## src/rtl/run_reducer.sv

```systemverilog
// Multi-lane run reducer: each lane drops the first DROP ones of every run of 1s and pulses run_done after the run ends.
// Optional macro RUN_REDUCER_STATS_EN builds the saturating drop_cnt statistics counter.
module run_reducer #(
  parameter int LANES = 4,
  parameter int DROP  = 1,
  parameter int CNT_W = 4
) (
  input  logic             clk,
  input  logic             reset,
  input  logic             en,
  input  logic [LANES-1:0] in,
  output logic [LANES-1:0] out,
  output logic [LANES-1:0] run_done,
  output logic [15:0]      drop_cnt,
  input  logic             stats_clr
);

  typedef enum logic [1:0] {
    IDLE    = 2'd0,
    COUNT   = 2'd1,
    PASS    = 2'd2,
    ILLEGAL = 2'd3
  } state_t;

  localparam logic [CNT_W:0]   DROP_C   = (CNT_W+1)'(DROP);
  localparam logic [CNT_W-1:0] CNT_ONE  = CNT_W'(1);
  localparam logic             PASS_ALL = (DROP == 0);
  localparam logic             DIRECT   = (DROP <= 1);

  state_t           state_r    [LANES];
  logic [CNT_W-1:0] cnt_r      [LANES];
  logic [CNT_W:0]   cnt_inc_s  [LANES];
  logic [LANES-1:0] run_done_r;
  logic [LANES-1:0] out_s;
  logic [LANES-1:0] supp_s;

  // Mealy output, suppressed-one flags and counter increment per lane
  always_comb begin
    out_s  = '0;
    supp_s = '0;
    for (int i = 0; i < LANES; i++) begin
      cnt_inc_s[i] = {1'b0, cnt_r[i]} + {{CNT_W{1'b0}}, 1'b1};
      if (reset || !en || !in[i]) begin
        out_s[i] = 1'b0;
      end else if (state_r[i] == PASS) begin
        out_s[i] = 1'b1;
      end else if (state_r[i] == ILLEGAL) begin
        out_s[i] = 1'b0;
      end else begin
        out_s[i] = PASS_ALL;
      end
      supp_s[i] = en & in[i] & ~out_s[i];
    end
  end

  // Per-lane run FSM and end-of-run pulse; with en=0 only run_done clears
  always_ff @(posedge clk or posedge reset) begin
    if (reset) begin
      for (int i = 0; i < LANES; i++) begin
        state_r[i] <= IDLE;
        cnt_r[i]   <= '0;
      end
      run_done_r <= '0;
    end else begin
      for (int i = 0; i < LANES; i++) begin
        run_done_r[i] <= en & ~in[i] & (state_r[i] != IDLE);
        if (en) begin
          case (state_r[i])
            IDLE: begin
              if (in[i]) begin
                if (DIRECT) begin
                  state_r[i] <= PASS;
                end else begin
                  state_r[i] <= COUNT;
                  cnt_r[i]   <= CNT_ONE;
                end
              end
            end
            COUNT: begin
              if (in[i]) begin
                cnt_r[i] <= cnt_inc_s[i][CNT_W-1:0];
                if (cnt_inc_s[i] == DROP_C) begin
                  state_r[i] <= PASS;
                end
              end else begin
                state_r[i] <= IDLE;
                cnt_r[i]   <= '0;
              end
            end
            // cnt is frozen here so arbitrarily long runs never wrap
            PASS: begin
              if (!in[i]) begin
                state_r[i] <= IDLE;
                cnt_r[i]   <= '0;
              end
            end
            default: begin
              state_r[i] <= IDLE;
              cnt_r[i]   <= '0;
            end
          endcase
        end
      end
    end
  end

  assign out      = out_s;
  assign run_done = run_done_r;

`ifdef RUN_REDUCER_STATS_EN
  logic [15:0] drop_cnt_r;
  logic [16:0] drop_sum_s;

  function automatic logic [6:0] popcount(input logic [LANES-1:0] v);
    logic [6:0] c;
    c = 7'd0;
    for (int i = 0; i < LANES; i++) begin
      c = c + {6'd0, v[i]};
    end
    return c;
  endfunction

  // Widened sum so saturation is a single carry test
  always_comb begin
    drop_sum_s = {1'b0, drop_cnt_r} + {10'd0, popcount(supp_s)};
  end

  // Saturating suppressed-ones counter; clear wins over increment
  always_ff @(posedge clk or posedge reset) begin
    if (reset) begin
      drop_cnt_r <= 16'h0000;
    end else if (stats_clr) begin
      drop_cnt_r <= 16'h0000;
    end else if (drop_sum_s[16]) begin
      drop_cnt_r <= 16'hFFFF;
    end else begin
      drop_cnt_r <= drop_sum_s[15:0];
    end
  end

  assign drop_cnt = drop_cnt_r;
`else
  logic unused_stats_s;
  assign unused_stats_s = stats_clr | (|supp_s);
  assign drop_cnt       = 16'h0000;
`endif

endmodule

```

## config.mk

```make
export PLATFORM = sky130hd
export DESIGN_NAME = run_reducer
export DESIGN_NICKNAME = d
export VERILOG_FILES = /design/src/rtl/run_reducer.sv
export SDC_FILE = /design/constraint.sdc
export NUM_CORES = 1
export LEC_CHECK = 0
export ABC_CLOCK_PERIOD_IN_PS = 2100
export CORE_MARGIN = 1.5
export CORE_UTILIZATION = 36
export DETAILED_ROUTE_END_ITERATION = 7
export PLACE_DENSITY = 0.81
export RECOVER_POWER = 50
export SETUP_SLACK_MARGIN = 0.02
export SLEW_MARGIN = 15
export SYNTH_ARGS = -nofsm -noshare
export SYNTH_HDL_FRONTEND = slang
export SYNTH_SLANG_ARGS = --single-unit
```

## constraint.sdc

```tcl
create_clock -name clk -period 2.1 [get_ports clk]
set_clock_uncertainty 0.2 [all_clocks]
set_input_delay 0.42 -clock clk [delete_from_list [all_inputs] [get_ports clk]]
set_output_delay 0.42 -clock clk [all_outputs]
set_load 0.005 [all_outputs]
```

==> results.cfg <==
[outcome]
outcome = complete, no violations

[drt]
drc = 0
ant_nets = 0
drt_iter0_drc = 0
drt-pass1-iter-count = 1
drt-wirelength-per-cell_microns = 9.73
via_per_inst = 4.03
via_count = 294
postRouteWirelength_microns = 710

[worst_setup_path]
cp_top_family = buffers and inverters
crit_chain = clkdlybuf4s15_1, and4b_2, dlygate4sd2_1
crit_slowest_cell = clkdlybuf4s15_1
critPathMaxFanout = 10
crit_start = en
r2r-start = state_r[5]
crit_arrival_ns = 1.34
r2r_end = state_r[5]
rr_worst_depth = 1
worstSetupPathType = primary input to primary output
critPathBufInv = 2
cp.depth = 3
end_kind = primary output
cp_slowest_stage_delay_ns = 0.33
critPathLaunchType = primary input
crit_end = out[2]
r2r_setup_slack_ns = 1.13
worstPathRequired_ns = 1.48

[sta]
setup_violations = 0
finalSetupTns_ns = 0
fmax_mhz = 511
holdWs_ns = 0.116
hold_viol = 0
setup_ws_ns = 0.142
slew_viol_final = 0
fin_crit_sh = 0.932
rsz0062_at_grt = false
period_needed_ns = 1.96

[placement]
dp_hpwl_microns = 567
dp_slack_ns = -0.392
port_buffers = 14
gp_congestion = 0.625

[grt]
grt_pass1_wl_mm = 1.11
grt_max_degree = 11
grt_antenna_before_repair = 0
grt_pass1_vias = 254
overflow = 0
track_usage = 0.118

[layout]
syn2layout_area_growth_pct = 28.8
diodes = 0
nNetsFinal = 69
post-route-util = 0.520
most-common-layout-cells = 16 x conb_1, 8 x clkdlybuf4s50_1, 8 x dfrtp_1
final_common_cell = conb_1
drive_above_1_share = 0.288
fillers = 127

[power]
switching_share = 0.223
clkPwrFrac = 0.326
ir_worst_vdd_uv = 320
combPwrFrac = 0.177
powerDensity_nw_per_um2 = 568
p_leak_nw = 0.341
p_int_w = 0.000269
switchingPower_w = 0.0000773
p_total_w = 0.000346
pwr-share-seq = 0.497

[clocking]
htree_num_levels = 1
post_cts_resized = 7
ctsRootBufferMaster = clkbuf_4
numCtsBuffers = 3
cts_setup_buffers = 0
cts.sinks = 8
cts_tree = yes
clock_latency_ns = 0.25
path_clk_slew_ns = 0.05
cts_max_path_buffers = 2
cts_hold_buf = 0

[floorplan]
rows = 12
chipHeight_microns = 39.2
start_util = 0.404
dieArea_sq_um = 1540
core_area_sq_um = 1170
die_x_microns = 39.2
pin_count = 32

[min_path]
hold_class = primary input to async pin

[synth]
ys.warnings.count = 0
seq_area_frac_synth = 0.423
synth.cell_area_sq_um = 473
synthCells = 39
yosysUniqueCellTypes = 10
syn_avg_cell_area_sq_um = 12.1
synth.ff_latch_count = 8

[flow_run]
cap_violations = 0
cell type report:
type                            count  area (sq um)  area share
Tap cell                           14          17.5      0.0287
Inverter                            1          3.75     0.00616
Sequential cell                     8           200       0.329
Clock buffer                        3          22.5      0.0370
Timing Repair Buffer               19           171       0.281
Multi-Input combinational cell     28           194       0.318
per-stage QoR:
| stage | cell area (sq um) | instances |
|---|---|---|
| 6_report | 609 | 73 |
| 5_1_grt | 609 | 73 |
| 4_1_cts | 609 | 73 |
| 3_5_place_dp | 593 | 70 |
| 3_3_place_gp | 593 | 70 |
| 2_1_floorplan | 529 | 54 |
cell usage after synthesis (all sizes together):
library cell / n / area, sq um
buf: 17 / 131
dfrtp: 8 / 200
and3b: 4 / 40.0
and4b: 4 / 41.3
mux2: 4 / 52.6
conb: 1 / 3.75
inv: 1 / 3.75
flip-flops by register name, indices dropped and copies added (netlist names):
register	cells
run_done	4
state_r	4
per-layer routing:
metal,vias to the layer above,track usage,routed length [microns]
li1,140,-,-
met4,0,0.0517,0
met3,0,0.0751,88
met5,-,0,0
met2,21,0.183,335
met1,133,0.124,286
power groups by stage:
stage | sequential (W) | clock, W | combinational, W
global placement | 0.000174 | 0 | 0.0000629
floorplan | 0.000173 | 0 | 0.0000516
CTS | 0.000172 | 0.000121 | 0.0000616
detailed placement | 0.000175 | 0 | 0.0000644
global route | 0.000173 | 0.000135 | 0.0000683
finish | 0.000172 | 0.000113 | 0.0000612
worst min path at each step:
stage	endpoint	startpoint	slack (ns)	cells past startpoint
final	run_done[2]	reset	0.12	2
after global routing	run_done[3]	reset	0.13	2
after CTS	state_r[7]	reset	0.12	2
after detailed placement	state_r[7]	state_r[7]	0.31	1
after global placement	state_r[3]	state_r[3]	0.30	1
after floorplan	run_done[0]	reset	0.04	1
kinds of logic (layout without fill, tap and decap cells):
family / Yosys count / count (layout) / share of synthesized area
buffers and inverters: 18 / 23 / 0.286
DFF: 8 / 8 / 0.423
and+or+nand+nor: 8 / 8 / 0.172
muxes: 4 / 4 / 0.111
other: 1 / 16 / 0.00793
No activity file was read; power rests on OpenSTA's default activity.
